`src/rtl/punto5_pkg.sv`:
```
// Shared types and constants for the punto5 sweep controller.
// Holds the FSM state type, sweep size and the mismatch helper.
package punto5_pkg;

    typedef enum logic [1:0] {
        IDLE   = 2'd0,
        SETTLE = 2'd1,
        SAMPLE = 2'd2,
        DONE   = 2'd3
    } state_e;

    localparam int NUM_COMB   = 8;
    localparam int F_CASE_BIT = 0;

    // The four implementations agree only when all bits are equal.
    function automatic logic f_mismatch(input logic [3:0] f);
        return !(f == 4'b0000 || f == 4'b1111);
    endfunction

endpackage

```
`src/rtl/punto5_settle_timer.sv`:
```
// Loadable 4-bit down-counter with zero flag; times the settle interval.
// Ports: clk_i, rst_i (sync, active-high), load_i/load_val_i, dec_i, cnt_o, zero_o.
module punto5_settle_timer (
    input  logic       clk_i,
    input  logic       rst_i,
    input  logic       load_i,
    input  logic [3:0] load_val_i,
    input  logic       dec_i,
    output logic [3:0] cnt_o,
    output logic       zero_o
);

    logic [3:0] cnt_q;
    logic [3:0] cnt_d;

    // Load wins over decrement; the counter saturates at zero.
    always_comb begin
        cnt_d = cnt_q;
        if (load_i) begin
            cnt_d = load_val_i;
        end else if (dec_i && cnt_q != 4'd0) begin
            cnt_d = cnt_q - 4'd1;
        end
    end

    always_ff @(posedge clk_i) begin
        if (rst_i) begin
            cnt_q <= 4'd0;
        end else begin
            cnt_q <= cnt_d;
        end
    end

    assign cnt_o  = cnt_q;
    assign zero_o = (cnt_q == 4'd0);

endmodule

```
`src/rtl/punto5_sweep_ctrl.sv`:
```
// Sweeps A,B,C through 0..7, samples four implementations and cross-checks them.
// Ports: clk_i, rst_i, start_i, f_in_i -> abc_out_o, busy_o, done_o, pass_o,
// tabla_o, err_mask_o, err_cnt_o, first_err_o. All outputs registered.
module punto5_sweep_ctrl
    import punto5_pkg::*;
#(
    parameter int SETTLE_CYC = 2
) (
    input  logic       clk_i,
    input  logic       rst_i,
    input  logic       start_i,
    input  logic [3:0] f_in_i,
    output logic [2:0] abc_out_o,
    output logic       busy_o,
    output logic       done_o,
    output logic       pass_o,
    output logic [7:0] tabla_o,
    output logic [7:0] err_mask_o,
    output logic [3:0] err_cnt_o,
    output logic [2:0] first_err_o
);

    localparam logic [3:0] RELOAD = 4'(SETTLE_CYC - 1);
    localparam logic [2:0] LAST   = 3'(NUM_COMB - 1);

    state_e     state_q;
    logic [2:0] abc_out_q;
    logic       busy_q;
    logic       done_q;
    logic       pass_q;
    logic [7:0] tabla_q;
    logic [7:0] err_mask_q;
    logic [3:0] err_cnt_q;
    logic [2:0] first_err_q;

    logic       tmr_load;
    logic       tmr_dec;
    logic       tmr_zero;
    logic [3:0] tmr_cnt;
    logic       mm;

    assign mm = f_mismatch(f_in_i);

    // Reload on sweep launch and on every step to the next combination.
    assign tmr_load = (state_q == IDLE && start_i)
                   || (state_q == SAMPLE && abc_out_q != LAST);
    assign tmr_dec  = (state_q == SETTLE);

    punto5_settle_timer u_timer (
        .clk_i      (clk_i),
        .rst_i      (rst_i),
        .load_i     (tmr_load),
        .load_val_i (RELOAD),
        .dec_i      (tmr_dec),
        .cnt_o      (tmr_cnt),
        .zero_o     (tmr_zero)
    );

    always_ff @(posedge clk_i) begin
        if (rst_i) begin
            state_q     <= IDLE;
            abc_out_q   <= 3'd0;
            busy_q      <= 1'b0;
            done_q      <= 1'b0;
            pass_q      <= 1'b0;
            tabla_q     <= 8'd0;
            err_mask_q  <= 8'd0;
            err_cnt_q   <= 4'd0;
            first_err_q <= 3'd0;
        end else begin
            unique case (state_q)
                IDLE: begin
                    if (start_i) begin
                        state_q     <= SETTLE;
                        abc_out_q   <= 3'd0;
                        busy_q      <= 1'b1;
                        done_q      <= 1'b0;
                        pass_q      <= 1'b0;
                        tabla_q     <= 8'd0;
                        err_mask_q  <= 8'd0;
                        err_cnt_q   <= 4'd0;
                        first_err_q <= 3'd0;
                    end
                end
                SETTLE: begin
                    if (tmr_zero) begin
                        state_q <= SAMPLE;
                    end
                end
                SAMPLE: begin
                    tabla_q[abc_out_q]    <= f_in_i[F_CASE_BIT];
                    err_mask_q[abc_out_q] <= mm;
                    if (mm) begin
                        err_cnt_q <= err_cnt_q + 4'd1;
                        // A zero count means no earlier mismatch this sweep.
                        if (err_cnt_q == 4'd0) begin
                            first_err_q <= abc_out_q;
                        end
                    end
                    if (abc_out_q == LAST) begin
                        state_q <= DONE;
                    end else begin
                        abc_out_q <= abc_out_q + 3'd1;
                        state_q   <= SETTLE;
                    end
                end
                DONE: begin
                    busy_q  <= 1'b0;
                    done_q  <= 1'b1;
                    pass_q  <= (err_mask_q == 8'd0);
                    state_q <= IDLE;
                end
                default: state_q <= IDLE;
            endcase
        end
    end

    assign abc_out_o   = abc_out_q;
    assign busy_o      = busy_q;
    assign done_o      = done_q;
    assign pass_o      = pass_q;
    assign tabla_o     = tabla_q;
    assign err_mask_o  = err_mask_q;
    assign err_cnt_o   = err_cnt_q;
    assign first_err_o = first_err_q;

endmodule

```
`config.mk`:
```
export PLATFORM = sky130hd
export DESIGN_NAME = punto5_sweep_ctrl
export DESIGN_NICKNAME = d
export VERILOG_FILES = /design/src/rtl/punto5_pkg.sv /design/src/rtl/punto5_settle_timer.sv /design/src/rtl/punto5_sweep_ctrl.sv
export SDC_FILE = /design/constraint.sdc
export NUM_CORES = 1
export LEC_CHECK = 0
export ABC_AREA = 1
export BUFFER_PORTS_ARGS = -buffer_cell sky130_fd_sc_hd__buf_2
export CORE_MARGIN = 2
export CORE_UTILIZATION = 40
export DETAILED_ROUTE_END_ITERATION = 8
export SLEW_MARGIN = 20
export SYNTH_ARGS = -nofsm -noshare
export SYNTH_HDL_FRONTEND = slang
export SYNTH_SLANG_ARGS = --single-unit
```
`constraint.sdc`:
```
create_clock -name clk_i -period 1.7 [get_ports clk_i]
set_input_delay 0.17 -clock clk_i [delete_from_list [all_inputs] [get_ports clk_i]]
set_output_delay 0.17 -clock clk_i [all_outputs]
set_load 0.005 [all_outputs]
```
==> impl_metrics.json <==
{
  "status": "finished, final reports clean",
  "wire_per_inst_um": 11.3,
  "drc": 0,
  "synthesis.nets": 248,
  "path_class": "register to register",
  "postCtsSetupBuffers": 0,
  "cpLargestDelayFamily": "adder cells",
  "drt_iter0_drc": 71,
  "max_slew.worst_pin.slew_ns": 0.370,
  "critPathBufInv": 1,
  "avgSynthCellArea_um2": 7.25,
  "die_w_um": 69.4,
  "yosys_warnings": 0,
  "grt_pass1_vias": 1526,
  "fin_nets": 286,
  "crit_slowest_cell": "dfxtp_1",
  "place_congestion": 0.815,
  "chipHeight_um": 69.4,
  "root_buffer": "clkbuf_8",
  "clk_latency_ns": 0.28,
  "end_kind": "register",
  "synth_top_area_cell": "dfxtp_1",
  "ys_ff_latch": 35,
  "fillCellCount": 421,
  "grt_pass1_wl_mm": 6.60,
  "antenna_found_initial": 0,
  "timing.final.crit_period_ns": 1.42,
  "critPathMaxStageDelay_ns": 0.39,
  "required_ns": 1.87,
  "finalCritPeriodShare": 0.838,
  "drt_wl_total_mm": 3.67,
  "dr.pass1.iters": 4,
  "track_usage": 0.167,
  "cp_common_cell": "ha_1",
  "pre_cts_ws_ns": 0.269,
  "worstPathCellList": "ha_1 > ha_1 > o21ai_2 > inv_2 > nand2_1 > o21ai_0",
  "clkTransAtPathRegs_ns": 0.06,
  "grt_max_degree": 24,
  "cap_violations": 0,
  "rsz0062_at_grt": "no",
  "synth_area_leaders": "dfxtp_1 (41%), nand2_1 (13%), a21oi_1 (7.3%)",
  "portBuffers": 35,
  "clockBufferDepth": 2,
  "final_util": 0.493,
  "ctsHoldBuffers": 0,
  "leakage_uw": 0.000953,
  "drive_above_1_share": 0.216,
  "n_antenna_cell": 0,
  "syn_area_um2": 1710,
  "ir_drop_uv": 512,
  "total_power_uw": 1760,
  "dr_total_vias": 1572,
  "die_area_um2": 4810,
  "synthCells": 236,
  "synth_cell_types": 27,
  "numClockSinks": 35,
  "hp-class": "input pin to register",
  "grt-ovfl-total": 0,
  "relSlewSlack": 0.753,
  "rows": 23,
  "routed_via_density": 4.87,
  "hold_violations": 0,
  "setup_viol": 0,
  "layout_setup_ws_ns": 0.275,
  "holdWs_ns": 0.254,
  "postRouteAntennaNets": 0,
  "fmax_ghz": 0.702,
  "finClkSkew_ns": 0.00150,
  "pin_count": 36,
  "cp.arrival_ns": 1.60,
  "core-area_um2": 4060,
  "numCtsBuffers": 5,
  "yosysTopAreaCellShare": 0.410,
  "cts_tree": "done",
  "ys_seq_area_frac": 0.410,
  "slew_viol_final": 0,
  "ctsResizeCount": 0,
  "start_util": 0.422,
  "timing.setup.tns_ns": 0,
  "power_density_nw_per_um2": 879,
  "start_kind": "register",
  "hpwl_mm": 2.71,
  "htreeDepth": 2,
  "synthToLayoutAreaGrowth_pct": 16.9,
  "path_max_fanout": 9
}
[Yosys cell counts]
cell type,count
a211oi_1,1
a21oi_1,25
a22oi_1,2
a31oi_1,1
buf_2,2
buf_6,2
clkbuf_1,3
dfxtp_1,35
ha_1,5
inv_1,27
inv_2,2
inv_4,1
nand2_1,58
nand2_2,1
nand2_4,4
nand3_1,22
nand3_2,2
nand3_4,1
nand4_1,6
nor2_1,25
nor2_2,1
nor2_4,1
nor4_1,1
o21ai_0,4
o21ai_2,2
o21ai_4,1
xnor2_1,1
[per-layer routing]
| metal | part of all wire | global-route usage |
|---|---|---|
| met4 | 0.014 | 0.0654 |
| met5 | 0 | 0 |
| met2 | 0.43 | 0.265 |
| met3 | 0.056 | 0.0480 |
| met1 | 0.50 | 0.215 |
[worst min-delay path, cell delays in order]
cell	delay, ns
buf_2	0.18
nand2_1	0.09
a21oi_1	0.05
[flip-flops by register name, summed over array words and instances, names as in the netlist, 2 cells and up]
name	flops
err_mask_o	8
tabla_o	8
err_cnt_o	4
u_timer.cnt_o	4
abc_out_o	3
first_err_o	3
state_q	2
[final timing paths]
| path | start | cells past startpoint | to | slack [ns] |
|---|---|---|---|---|
| max | abc_out_o[1]$_SDFFE_PP0P_ | 6 | abc_out_o[1]$_SDFFE_PP0P_ | 0.28 |
| min | f_in_i[0] | 3 | tabla_o[7]$_SDFFE_PP0P_ | 0.25 |
| max reg2reg | abc_out_o[1]$_SDFFE_PP0P_ | 6 | abc_out_o[1]$_SDFFE_PP0P_ | 0.28 |
| min reg2reg | tabla_o[7]$_SDFFE_PP0P_ | 2 | tabla_o[7]$_SDFFE_PP0P_ | 0.46 |
[power breakdown]
part / switching [uW] / leakage (uW) / internal, uW
Combinational: 203 / 0.000632 / 117
Sequential: 29.4 / 0.000284 / 860
Clock: 275 / 0.0000371 / 273
[stage by stage]
| step | std cells | area [um2] |
|---|---|---|
| global route | 323 | 2000 |
| detailed placement | 317 | 1930 |
| CTS | 323 | 2000 |
| floorplan | 236 | 1710 |
| finish | 323 | 2000 |
| global placement | 317 | 1930 |
[layout make-up]
cell class,instances,area (um2),area share
clock buffer,6,72.6,0.0363
timing repair buffer,38,198,0.0989
multi-input combinational,164,851,0.426
inverter,30,115,0.0576
tap,50,62.6,0.0313
sequential,35,701,0.350
[layout by cell type, fill, tap and decap left out, drive strengths merged]
| cell type | instances |
|---|---|
| a22oi | 2 |
| dfxtp | 35 |
| nand2 | 63 |
| a21oi | 25 |
| inv | 30 |
| a31oi | 1 |
| clkbuf | 6 |
| nand4 | 6 |
| nand3 | 25 |
| a211oi | 1 |
| xnor2 | 1 |
| ha | 5 |
| buf | 38 |
| nor2 | 27 |
| o21ai | 7 |
| nor4 | 1 |
[cells by family after synthesis]
group,share of synthesized area
and+or+nand+nor,0.334
buffers and inverters,0.0929
AOI/OAI and AO/OA,0.121
DFF,0.410
adders and majority gates,0.0366
xor gates and xnor gates,0.00512
No activity file was read; power rests on OpenSTA's default activity.
